$ cat src/rtl/alu_op_sequencer.sv
// Clocked command/response wrapper around the combinational ALU: registers the
// operands, waits for the ALU to settle, captures the result and keeps an accumulator.
module alu_op_sequencer #(
  parameter int DATA_W        = 32,
  parameter int OUT_W         = 64,
  parameter int SETTLE_CYCLES = 1
) (
  input  logic              clk,
  input  logic              rst_n,
  input  logic              cmd_valid,
  output logic              cmd_ready,
  input  logic [3:0]        cmd_opcode,
  input  logic [DATA_W-1:0] cmd_operand,
  input  logic [DATA_W-1:0] cmd_operand_b,
  input  logic              cmd_use_acc,
  input  logic              acc_clear,
  output logic [DATA_W-1:0] alu_input1,
  output logic [DATA_W-1:0] alu_input2,
  output logic [3:0]        alu_opcode,
  input  logic [OUT_W-1:0]  alu_output1,
  input  logic [1:0]        alu_error,
  output logic              res_valid,
  input  logic              res_ready,
  output logic [OUT_W-1:0]  res_data,
  output logic [1:0]        res_error,
  output logic [OUT_W-1:0]  acc,
  output logic [1:0]        sticky_error,
  output logic              busy
);

  localparam logic [1:0] IDLE   = 2'd0;
  localparam logic [1:0] SETTLE = 2'd1;
  localparam logic [1:0] RESP   = 2'd2;

  localparam logic [3:0] SETTLE_INIT = 4'(SETTLE_CYCLES);

  logic [1:0]        state_q, state_d;
  logic [3:0]        cnt_q, cnt_d;
  logic              illegal_q, illegal_d;
  logic [DATA_W-1:0] in1_q, in1_d;
  logic [DATA_W-1:0] in2_q, in2_d;
  logic [3:0]        op_q, op_d;
  logic [OUT_W-1:0]  res_data_q, res_data_d;
  logic [1:0]        res_err_q, res_err_d;
  logic [OUT_W-1:0]  acc_q, acc_d;
  logic [1:0]        sticky_q, sticky_d;
  logic [DATA_W-1:0] acc_eff_lo;

  // A clear in the accept cycle must already be visible to the feedback path.
  assign acc_eff_lo = acc_clear ? '0 : acc_q[DATA_W-1:0];

  always_comb begin
    state_d    = state_q;
    cnt_d      = cnt_q;
    illegal_d  = illegal_q;
    in1_d      = in1_q;
    in2_d      = in2_q;
    op_d       = op_q;
    res_data_d = res_data_q;
    res_err_d  = res_err_q;
    acc_d      = acc_q;
    sticky_d   = sticky_q;

    case (state_q)
      IDLE: begin
        if (acc_clear) begin
          acc_d    = '0;
          sticky_d = '0;
        end
        if (cmd_valid) begin
          // Illegal opcodes take a one-cycle SETTLE pass so they report at N+1.
          if (cmd_opcode < 4'd12) begin
            op_d      = cmd_opcode;
            in2_d     = cmd_operand;
            in1_d     = cmd_use_acc ? acc_eff_lo : cmd_operand_b;
            cnt_d     = SETTLE_INIT;
            illegal_d = 1'b0;
          end else begin
            cnt_d     = 4'd1;
            illegal_d = 1'b1;
          end
          state_d = SETTLE;
        end
      end
      SETTLE: begin
        cnt_d = cnt_q - 4'd1;
        if (cnt_q <= 4'd1) begin
          if (illegal_q) begin
            res_data_d = '0;
            res_err_d  = 2'b11;
            sticky_d   = sticky_q | 2'b11;
          end else begin
            res_data_d = alu_output1;
            res_err_d  = alu_error;
            sticky_d   = sticky_q | alu_error;
            if (alu_error == 2'b00) acc_d = alu_output1;
          end
          state_d = RESP;
        end
      end
      RESP: begin
        if (res_ready) state_d = IDLE;
      end
      default: state_d = IDLE;
    endcase
  end

  always_ff @(posedge clk or negedge rst_n) begin
    if (!rst_n) begin
      state_q    <= IDLE;
      cnt_q      <= '0;
      illegal_q  <= 1'b0;
      in1_q      <= '0;
      in2_q      <= '0;
      op_q       <= '0;
      res_data_q <= '0;
      res_err_q  <= '0;
      acc_q      <= '0;
      sticky_q   <= '0;
    end else begin
      state_q    <= state_d;
      cnt_q      <= cnt_d;
      illegal_q  <= illegal_d;
      in1_q      <= in1_d;
      in2_q      <= in2_d;
      op_q       <= op_d;
      res_data_q <= res_data_d;
      res_err_q  <= res_err_d;
      acc_q      <= acc_d;
      sticky_q   <= sticky_d;
    end
  end

  assign cmd_ready    = (state_q == IDLE);
  assign busy         = (state_q != IDLE);
  assign res_valid    = (state_q == RESP);
  assign alu_input1   = in1_q;
  assign alu_input2   = in2_q;
  assign alu_opcode   = op_q;
  assign res_data     = res_data_q;
  assign res_error    = res_err_q;
  assign acc          = acc_q;
  assign sticky_error = sticky_q;

endmodule

$ cat config.mk
export PLATFORM = sky130hd
export DESIGN_NAME = alu_op_sequencer
export DESIGN_NICKNAME = d
export VERILOG_FILES = /design/src/rtl/alu_op_sequencer.sv
export SDC_FILE = /design/constraint.sdc
export NUM_CORES = 1
export LEC_CHECK = 0
export CORE_ASPECT_RATIO = 0.7
export CORE_MARGIN = 2
export CORE_UTILIZATION = 47
export DETAILED_ROUTE_END_ITERATION = 7
export PLACE_DENSITY = 0.86
export SLEW_MARGIN = 20
export SYNTH_ARGS = -nofsm -noshare
export SYNTH_HDL_FRONTEND = slang
export SYNTH_SLANG_ARGS = --single-unit
$ cat constraint.sdc
create_clock -name clk -period 4.5 [get_ports clk]
set_input_delay 0.9 -clock clk [delete_from_list [all_inputs] [get_ports clk]]
set_output_delay 0.9 -clock clk [all_outputs]
set_load 0.1 [all_outputs]
Word level (Yosys, flattened, before mapping)
Cells that the tools add are included.

cells by class
  magnitude comparators = 2
  bitwise operators = 1
  reductions and logical operators = 11
  multiplexer cells = 20
  equal/unequal tests = 8
  $add $sub $neg = 1

operators by type and width
  kind                                                  count
  two-way mux 64 bit                                    5
  case mux 64 bit (2 select lines)                      1
  two-way mux 32 bit                                    2
  two-way mux 2 bit                                     7
  AND reduction 3 bit                                   3
  != test 2 bit (second input constant)                 4
  case mux 4 bit (2 select lines)                       1
  case mux 2 bit (3 select lines)                       1
  AND reduction 2 bit                                   3
  AND reduction 5 bit                                   1
  <= comparator 4 x 1 -> 1 bit (second input constant)  1
  logical NOT 2 bit                                     2
  less-than comparator 4 bit (second input constant)    1
  two-way mux 4 bit                                     1
  != test 2 x 1 -> 1 bit (second input constant)        2
  case mux 2 bit (2 select lines)                       1
  nonzero test 2 bit                                    2
  subtractor 4 x 1 -> 4 bit (second input constant)     1
  equality test 2 x 1 -> 1 bit (second input constant)  1
  equality test 2 bit (second input constant)           1
  bitwise OR 2 bit                                      1
  two-way mux 1 bit                                     1

storage, ports and cells
  logic and storage cells = 53
  output and inout port bits = 203
  register bits = 207

Depth between registers and ports, before layout
Gate-level depths: netlist of run 1.

  depth after elaboration = 5
  mapped depth = 8
  gate-level depth less buffers = 6

Least setup slack after synthesis of run 1
No wires, ideal clock.

  path type = flip-flop to output port
  start = register state_q[0]
  end = output busy
  data required time = 3,600 ps
  stages on the path, launching flop included = 3
  slack = 1,561 ps
  data arrival time = 2,039 ps
  cell sequence = dfrtp_1 > nor2_2 > inv_1

on the way
  cells in the longest elaborated chain, start to end = 1

ends and longest elaborated chain
  item                      line  RTL
  start: declaration        37    logic [1:0] state_q, state_d;
  start signal: assignment  121   state_q <= state_d;
  nonzero test 2 bit        135   assign busy = (state_q != IDLE);
  end: declaration          28    output logic busy

Every way passes these cells.

Worst setup path after layout of run 1
  start = register state_q[0]
  end = output cmd_ready

on the way
  cells in the longest elaborated chain, start to end = 1

ends and longest elaborated chain
  item               line  RTL
  logical NOT 2 bit  134   assign cmd_ready = (state_q == IDLE);
  end: declaration   11    output logic cmd_ready,

Every way passes these cells.

==> results of run 1 <==
-- sequential cells by signal, indices dropped and copies added (netlist names) --
name / count
state_q: 2
alu_input2: 32
res_error: 2
cnt_q: 4
acc: 64
illegal_q: 1
res_data: 64
sticky_error: 2
alu_input1: 32
alu_opcode: 4
-- stage by stage --
stage	worst slack [ns]	utilization (%)	area, sq um
final	1.17	71.1	12800
after global routing	1.09	71.1	12800
after CTS	1.16	71.1	12800
after detailed placement	1.54	67.7	12200
after global placement	1.58	67.7	12200
after floorplan	1.56	-	8600
-- cells in the final DEF, fill, tap and decap left out, types with 2 or more instances in the layout --
master / n
o21ai_1: 64
mux2_2: 37
mux2_4: 29
clkdlybuf4s50_1: 341
o21ai_0: 100
clkbuf_16: 21
nand2_1: 99
o22a_1: 2
a32o_1: 64
nand3_1: 2
a21o_1: 2
buf_4: 10
nor2b_4: 2
ha_1: 2
clkinv_2: 2
clkbuf_1: 6
nor2_1: 9
inv_1: 37
nor3_1: 3
dfrtp_1: 207
clkbuf_8: 4
o21a_1: 3
-- final cells by class --
class / instances / area, sq um
Clock buffer: 30 / 589
Clock inverter: 3 / 21.3
Fill cell: 1299 / 5180
Inverter: 37 / 139
Multi-Input combinational cell: 433 / 3030
Sequential cell: 207 / 5180
Tap cell: 236 / 295
Timing Repair Buffer: 353 / 3520
-- synth_stat cells, drive strengths merged --
master / n
nand3b: 1
xor2: 1
and2: 1
o21ai: 164
xnor2: 1
a32o: 64
ha: 2
nand3: 3
nand2b: 2
nor3: 3
inv: 37
nor2: 10
a32oi: 1
clkbuf: 38
a21oi: 2
o21a: 3
dfrtp: 207
or2: 2
nand2: 100
nor2b: 2
buf: 24
a21o: 2
mux2: 66
o22a: 2
nor4: 1
-- worst max-delay path: cells and delay by family (launching register included) --
family | cells | cell delay, ns
and+or+nand+nor | 1 | 0.31
buffers and inverters | 1 | 1.20
DFF | 1 | 0.42
-- kinds of logic after synthesis --
| kind of cell | after synthesis |
|---|---|
| muxes | 66 |
| adders and majority gates | 2 |
| xor gates and xnor gates | 2 |
| buffers and inverters | 99 |
| and+or+nand+nor | 125 |
| AOI/OAI and AO/OA | 238 |
| DFF | 207 |
-- metal layers --
layer / track usage, % / up-vias / share of wire (%)
li1: - / 3245 / -
met1: 33.8 / 3574 / 40
met2: 45.3 / 320 / 49
met3: 7.06 / 51 / 8.2
met4: 8.64 / 0 / 3.1
met5: 0 / - / 0
-- worst max path at each step --
stage | from | end | slack (ns) | cells after the start
after floorplan | state_q[0]$_DFFE_PN0P_ | busy | 1.56 | 2
after global placement | cmd_valid | alu_input1[31]$_DFFE_PN0P_ | 1.58 | 4
after detailed placement | cmd_valid | alu_input2[21]$_DFFE_PN0P_ | 1.54 | 4
after CTS | state_q[0]$_DFFE_PN0P_ | cmd_ready | 1.16 | 2
after global routing | state_q[0]$_DFFE_PN0P_ | cmd_ready | 1.09 | 2
final | state_q[0]$_DFFE_PN0P_ | cmd_ready | 1.17 | 2
==> flow_metrics.py, run 1 <==
metrics = {
    "die": {
        "rows": 41,
        "coreArea_sq_mm": 0.0180,
        "die_y_microns": 117,
        "fp.dieArea_sq_mm": 0.0194,
        "io_pins": 343,
        "die_w_microns": 166,
        "floorplan.initialDensity_pct": 47.9,
    },
    "yosys": {
        "synth_top_family_by_area": "compound AO/OA/AOI/OAI gates",
        "synth-compound-area-share_pct": 17.8,
        "avgSynthCellArea_sq_um": 11.6,
        "yosysUniqueCellTypes": 32,
        "ys_top_cells_by_area": "dfrtp_1, a32o_1, o21ai_0, mux2_4, mux2_2",
        "synthMuxAreaShare_pct": 9.91,
        "synth_top_area_cell": "dfrtp_1",
        "synth.net_count": 881,
        "netlist_area_sq_mm": 0.00860,
        "synth_xor_area_share_pct": 0.204,
        "ys_seq_elements": 207,
        "synthCells": 739,
        "synth_top_area_share_pct": 60.2,
        "yosysSeqAreaShare_pct": 60.2,
        "yosys.area_share.adder_pct": 0.291,
        "yosys.area_share.simple_pct": 6.10,
        "ys.warnings.count": 0,
    },
    "sta": {
        "finClkSkew_ns": 0.0103,
        "fin_hold_ws_ns": 0.454,
        "rsz0062_at_grt": "false",
        "finalCriticalPeriod_ns": 3.33,
        "setup_viol": 0,
        "min_period_over_period_pct": 73.9,
        "hold_violations": 0,
        "fmax_ghz": 0.301,
        "worst_slew_pin_slew_ns": 1.06,
        "maxSlewViolCount": 0,
        "relSlewSlack_pct": 29.4,
        "finalSetupTns_ns": 0,
    },
    "min_path": {
        "hold_path_class": "in2async",
    },
    "setup_path": {
        "r2r-start": "cnt_q[0]$_DFFE_PN0P_",
        "slowest_stage": "clkdlybuf4s50_1",
        "worstReg2RegEnd": "acc[44]$_DFFE_PN0P_",
        "cp.required_ns": 3.60,
        "cp_max_fo": 6,
        "end_kind": "output pin",
        "cp_slowest_stage_delay_ns": 1.20,
        "r2r_setup_slack_ns": 2.07,
        "worst_r2r_path_depth": 7,
        "start_kind": "flip-flop",
        "arrival_ns": 2.43,
        "crit_type": "reg2out",
        "cp_cell_sequence": "nor2_2 > clkdlybuf4s50_1",
    },
    "clock_network": {
        "clkTransAtPathRegs_ns": 0.06,
        "cts_resized": 0,
        "post-cts-setup-buffer-count": 0,
        "cts.sinks": 207,
        "cts_buffers": 21,
        "cts_buffer_depth": 3,
        "root_buffer": "clkbuf_16",
        "clk-insertion-delay-late_ns": 0.49,
        "postCtsHoldBufs": 0,
        "cts_tree": "yes",
        "cts.htree.levels": 1,
    },
    "finish": {
        "antennaDiodeCount": 0,
        "area_delta_synth_final_pct": 48.5,
        "drive_gt1_share_pct": 10.9,
        "final_cells": 1299,
        "finalNetCount": 1195,
    },
    "global_routing": {
        "grt_first_pass_wirelength_microns": 41000,
        "grt_max_degree": 87,
        "antenna_found_initial": 0,
        "grt_overflow": 0,
        "grt_use_total_pct": 26.6,
        "grt_pass1_vias": 7257,
    },
    "placement": {
        "dp.cells": 1266,
        "detailed_place_hpwl_microns": 17800,
        "io_buffers": 342,
        "gp_congestion": 0.804,
    },
    "outcome": {
        "outcome": "complete, no violations",
    },
    "route": {
        "wl_per_cell_microns": 20.5,
        "vias_per_cell": 5.54,
        "vias": 7190,
        "drt-pass1-iter-count": 5,
        "postRouteAntennaNets": 0,
        "drt-initial-drc-count": 460,
        "drc": 0,
        "drt_wl_total_microns": 26600,
    },
    "run": {
        "maxCapViolations": 0,
    },
}
Power of run 1 is left out: the tool's default activity adds up to more than one toggle a clock period on the data nets, which glitch-free logic cannot reach.
==> inputs of run 2 (changes only) <==
--- a/config.mk
+++ b/config.mk
@@ -7,9 +7,9 @@
 export LEC_CHECK = 0
 export CORE_ASPECT_RATIO = 0.7
 export CORE_MARGIN = 2
-export CORE_UTILIZATION = 47
+export CORE_UTILIZATION = 39
 export DETAILED_ROUTE_END_ITERATION = 7
-export PLACE_DENSITY = 0.86
+export PLACE_DENSITY = 0.76
 export SLEW_MARGIN = 20
 export SYNTH_ARGS = -nofsm -noshare
 export SYNTH_HDL_FRONTEND = slang
==> constraint.sdc (replaced) <==
create_clock -name clk -period 2.8 [get_ports clk]
set_input_delay 0.56 -clock clk [delete_from_list [all_inputs] [get_ports clk]]
set_output_delay 0.56 -clock clk [all_outputs]
set_load 0.1 [all_outputs]
==> run 2 against run 1 <==
Hold slack worse by 0.39 ns. Clock-buffer cell count is 2 higher. Sequential share of layout area is 0.49 points higher. Setup slack worse by 0.70 ns. Routed wire length is 0.20% higher. Final area is 1.2% lower. Critical path type is now reg2reg. Via count is 1.2% lower. Highest routed layer unchanged. First-iteration DRC count is 25% lower. Utilization is 13 points lower. Clock skew is 0.0042 ns lower.
==> flow_metrics.py, run 2 (synthesis results as in run 1) <==
metrics = {
    "outcome": {
        "outcome": "complete, no violations",
    },
    "route": {
        "vias": 7107,
        "drt-initial-drc-count": 346,
        "vias_per_cell": 5.24,
        "drt-pass1-iter-count": 4,
        "wl_per_cell_microns": 19.6,
        "postRouteAntennaNets": 0,
        "drc": 0,
        "drt_wl_total_microns": 26700,
    },
    "sta": {
        "hold_violations": 0,
        "fmax_ghz": 0.430,
        "finalCriticalPeriod_ns": 2.33,
        "finalWorstSetupSlack_ns": 0.473,
        "finClkSkew_ns": 0.00610,
        "finalSetupTns_ns": 0,
        "min_period_over_period_pct": 83.1,
        "worst_slew_pin_slew_ns": 1.11,
        "maxSlewViolCount": 0,
        "setup_viol": 0,
        "rsz0062_at_grt": "false",
        "relSlewSlack_pct": 25.9,
    },
    "placement": {
        "detailed_place_hpwl_microns": 18100,
        "io_buffers": 342,
        "gp_congestion": 0.777,
        "pre_cts_ws_ns": 0.170,
        "dp.cells": 1318,
    },
    "clock_network": {
        "root_buffer": "clkbuf_16",
        "cts.sinks": 207,
        "post-cts-setup-buffer-count": 0,
        "postCtsHoldBufs": 0,
        "clkTransAtPathRegs_ns": 0.06,
        "cts_resized": 0,
        "cts_buffers": 22,
        "cts.htree.levels": 1,
        "cts_tree": "yes",
        "cts_buffer_depth": 3,
        "clk-insertion-delay-late_ns": 0.49,
    },
    "setup_path": {
        "slowest_stage": "or2_2",
        "crit_type": "reg2reg",
        "worst_r2r_path_depth": 7,
        "cp_max_fo": 23,
        "r2r-start": "cnt_q[0]$_DFFE_PN0P_",
        "cp_cell_sequence": "inv_1 > ha_1 > or2_1 > a32oi_4 > or2_2 > buf_4 > o21ai_1",
        "crit_start": "cnt_q[0]$_DFFE_PN0P_",
        "start_kind": "flip-flop",
        "cp_slowest_stage_delay_ns": 0.55,
        "endpoint": "acc[2]$_DFFE_PN0P_",
        "r2r_setup_slack_ns": 0.47,
        "worst-path-stages": 7,
        "worstReg2RegEnd": "acc[2]$_DFFE_PN0P_",
        "end_kind": "flip-flop",
        "crit_buf_inv": 2,
        "cp_top_family": "simple AND/OR/NAND/NOR gates",
        "cp.required_ns": 3.17,
        "arrival_ns": 2.70,
    },
    "die": {
        "coreArea_sq_mm": 0.0217,
        "die_y_microns": 128,
        "die_w_microns": 181,
        "io_pins": 343,
        "floorplan.initialDensity_pct": 39.7,
        "fp.dieArea_sq_mm": 0.0233,
        "rows": 45,
    },
    "global_routing": {
        "grt_pass1_vias": 7291,
        "grt_max_degree": 132,
        "antenna_found_initial": 0,
        "grt_overflow": 0,
        "grt_first_pass_wirelength_microns": 41300,
        "grt_use_total_pct": 22.4,
    },
    "finish": {
        "antennaDiodeCount": 0,
        "final_common_cell": "buf_4",
        "seq_area_sq_mm": 0.00518,
        "fin_util_pct": 58.2,
        "fillers": 1800,
        "final_cells": 1357,
        "multi_input_area_sq_mm": 0.00301,
        "drive_gt1_share_pct": 31.2,
        "final_cell_mix": "buf_4, dfrtp_1, clkdlybuf4s50_1",
        "finalNetCount": 1203,
        "area_delta_synth_final_pct": 46.7,
    },
    "run": {
        "maxCapViolations": 0,
    },
    "min_path": {
        "hold_path_class": "in2async",
    },
}
==> run 2: cell types whose count changed in the layout (fill, tap and decap cells not counted), moves of 2 or more <==
cell / change
buf_12: +8
buf_4: +201
bufinv_16: +2
clkbuf_1: -4
clkbuf_16: +2
clkbuf_8: +3
clkdlybuf4s50_1: -203
==> run 2: routing by layer <==
| layer | track usage [%] | up-vias | part of all wire (%) | routed length [microns] |
|---|---|---|---|---|
| li1 | - | 3253 | - | - |
| met1 | 28.5 | 3527 | 42 | 11200 |
| met2 | 37.9 | 287 | 47 | 12600 |
| met3 | 7.05 | 40 | 8.7 | 2320 |
| met4 | 4.78 | 0 | 1.9 | 516 |
| met5 | 0 | - | 0 | 0 |
==> run 2: how the worst min path moves through the flow <==
stage | to | slack, ns | depth (start not counted)
floorplan | acc[0]$_DFFE_PN0P_ | 0.26 | 0
global placement | res_error[0]$_DFFE_PN0P_ | 0.46 | 1
detailed placement | res_error[0]$_DFFE_PN0P_ | 0.48 | 1
CTS | acc[49]$_DFFE_PN0P_ | 0.10 | 1
global route | acc[49]$_DFFE_PN0P_ | 0.13 | 1
finish | res_data[58]$_DFFE_PN0P_ | 0.06 | 1
==> run 2: metrics by stage <==
stage,hold slack (ns),cell area [sq um]
after global routing,0.129,12600
after detailed placement,0.478,11800
after CTS,0.103,12600
after floorplan,0.264,8600
after global placement,0.462,11800
final,0.0595,12600
==> run 2: final cells by class <==
class                      count  area share, %
multi-input combinational    433           23.9
clock inverter                 6          0.664
sequential                   207           41.1
tap                          282           2.80
clock buffer                  32           5.38
inverter                      37           1.10
timing repair buffer         360           25.1
Power of run 2 is left out for the same reason.
==> inputs of run 3 (changes only) <==
==> constraint.sdc (replaced) <==
create_clock -name clk -period 2.05 [get_ports clk]
set_input_delay 0.41 -clock clk [delete_from_list [all_inputs] [get_ports clk]]
set_output_delay 0.41 -clock clk [all_outputs]
set_load 0.1 [all_outputs]
==> run 3 against run 2 <==
Final area grew 1.1%. Critical endpoint is now busy. Cell count grew 0.59%. Via count grew 1.3%. Routed wire length grew 3.0%. Highest routed layer unchanged.
==> flow_metrics.py, run 3 (synthesis results as in run 1) <==
metrics = {
    "outcome": {
        "outcome": "complete, no violations",
    },
    "global_routing": {
        "antenna_found_initial": 0,
        "grt_overflow": 0,
        "grt_max_degree": 85,
        "grt_use_total_pct": 22.9,
        "grt_first_pass_wirelength_microns": 42100,
        "grt_pass1_vias": 7400,
    },
    "sta": {
        "finClkSkew_ns": 0.0128,
        "fmax_ghz": 0.516,
        "relSlewSlack_pct": 41.9,
        "rsz0062_at_grt": "false",
        "worst_slew_pin_slew_ns": 0.870,
        "maxSlewViolCount": 0,
        "hold_violations": 0,
        "fin_hold_ws_ns": 0.431,
        "finalCriticalPeriod_ns": 1.94,
        "setup_viol": 0,
        "min_period_over_period_pct": 94.5,
    },
    "die": {
        "coreArea_sq_mm": 0.0217,
        "die_w_microns": 181,
        "rows": 45,
        "floorplan.initialDensity_pct": 39.7,
        "io_pins": 343,
        "die_y_microns": 128,
        "fp.dieArea_sq_mm": 0.0233,
    },
    "finish": {
        "drive_gt1_share_pct": 31.5,
        "fin_util_pct": 58.9,
        "final_common_cell": "buf_4",
        "final_cell_mix": "buf_4, dfrtp_1, clkdlybuf4s50_1",
        "area_delta_synth_final_pct": 48.3,
        "finalNetCount": 1212,
        "antennaDiodeCount": 0,
    },
    "setup_path": {
        "cp_cell_sequence": "nor2_4 > buf_4 > inv_1 > buf_12",
        "r2r_setup_slack_ns": 0.12,
        "cp_slowest_stage_delay_ns": 0.45,
        "start_kind": "flip-flop",
        "worst_r2r_path_depth": 7,
        "slowest_stage": "dfrtp_1",
        "cp.required_ns": 1.64,
        "arrival_ns": 1.53,
        "crit_buf_inv": 3,
        "crit_type": "reg2out",
        "end_kind": "output pin",
        "r2r-start": "cnt_q[0]$_DFFE_PN0P_",
        "worstReg2RegEnd": "acc[36]$_DFFE_PN0P_",
        "cp_top_family": "flip-flops",
        "cp_max_fo": 4,
    },
    "route": {
        "drt_wl_total_microns": 27500,
        "drt-initial-drc-count": 394,
        "wl_per_cell_microns": 20.1,
        "vias_per_cell": 5.27,
        "drc": 0,
        "drt-pass1-iter-count": 4,
        "vias": 7197,
        "postRouteAntennaNets": 0,
    },
    "placement": {
        "io_buffers": 342,
        "gp_congestion": 0.795,
        "detailed_place_hpwl_microns": 18600,
    },
    "clock_network": {
        "cts_buffer_depth": 3,
        "clk-insertion-delay-late_ns": 0.49,
        "cts_buffers": 21,
        "clkTransAtPathRegs_ns": 0.06,
        "cts.sinks": 207,
        "cts.htree.levels": 1,
        "root_buffer": "clkbuf_16",
        "cts_tree": "yes",
    },
    "run": {
        "maxCapViolations": 0,
    },
    "min_path": {
        "hold_path_class": "in2async",
    },
}
## run 3: area by class of cell
cell class              instances  area, sq um
inverters                      37          139
well taps                     282          353
repair buffers                370         3370
clock inverters                 5         53.8
fillers                      1803         8920
flip-flops and latches        207         5180
clock buffers                  31          633
multi-input cells             433         3020
## run 3: how the worst max path moves through the flow
stage                                      start                    endpoint  slack, ns  depth (start not counted)
after floorplan           state_q[0]$_DFFE_PN0P_  alu_input1[10]$_DFFE_PN0P_       0.03                          6
after global placement                 acc_clear  alu_input1[19]$_DFFE_PN0P_      0.002                          5
after detailed placement             cmd_use_acc  alu_input1[22]$_DFFE_PN0P_      -0.05                          5
after CTS                   cnt_q[0]$_DFFE_PN0P_         acc[36]$_DFFE_PN0P_       0.01                          7
after global routing        cnt_q[0]$_DFFE_PN0P_         acc[44]$_DFFE_PN0P_       0.01                          7
final                     state_q[0]$_DFFE_PN0P_                        busy       0.11                          4
## run 3: metrics by stage
| step | instance area (sq um) | setup TNS, ns | cells | setup slack [ns] |
|---|---|---|---|---|
| floorplan | 8610 | 0 | 739 | 0.0252 |
| global placement | 12000 | 0 | 1324 | 0.00241 |
| detailed placement | 12000 | -0.440 | 1324 | -0.0455 |
| CTS | 12700 | 0 | 1361 | 0.0133 |
| global route | 12800 | 0 | 1365 | 0.0144 |
| finish | 12800 | 0 | 1365 | 0.112 |
## run 3: what timing repair did
action	4_1_cts	5_1_grt
setup endpoints to repair	0	64
buffers inserted	0	2
hold buffers	1	0
resized for setup	0	3
hold endpoints to repair	39	0
## run 3: layer usage
layer,share of wire [%],vias to the layer above,GRT usage [%]
met2,47,304,37.7
met5,0,-,0
met1,42,3585,30.2
met4,1.7,0,4.83
met3,8.8,32,6.82
li1,-,3276,-
Power of run 3 is left out for the same reason.
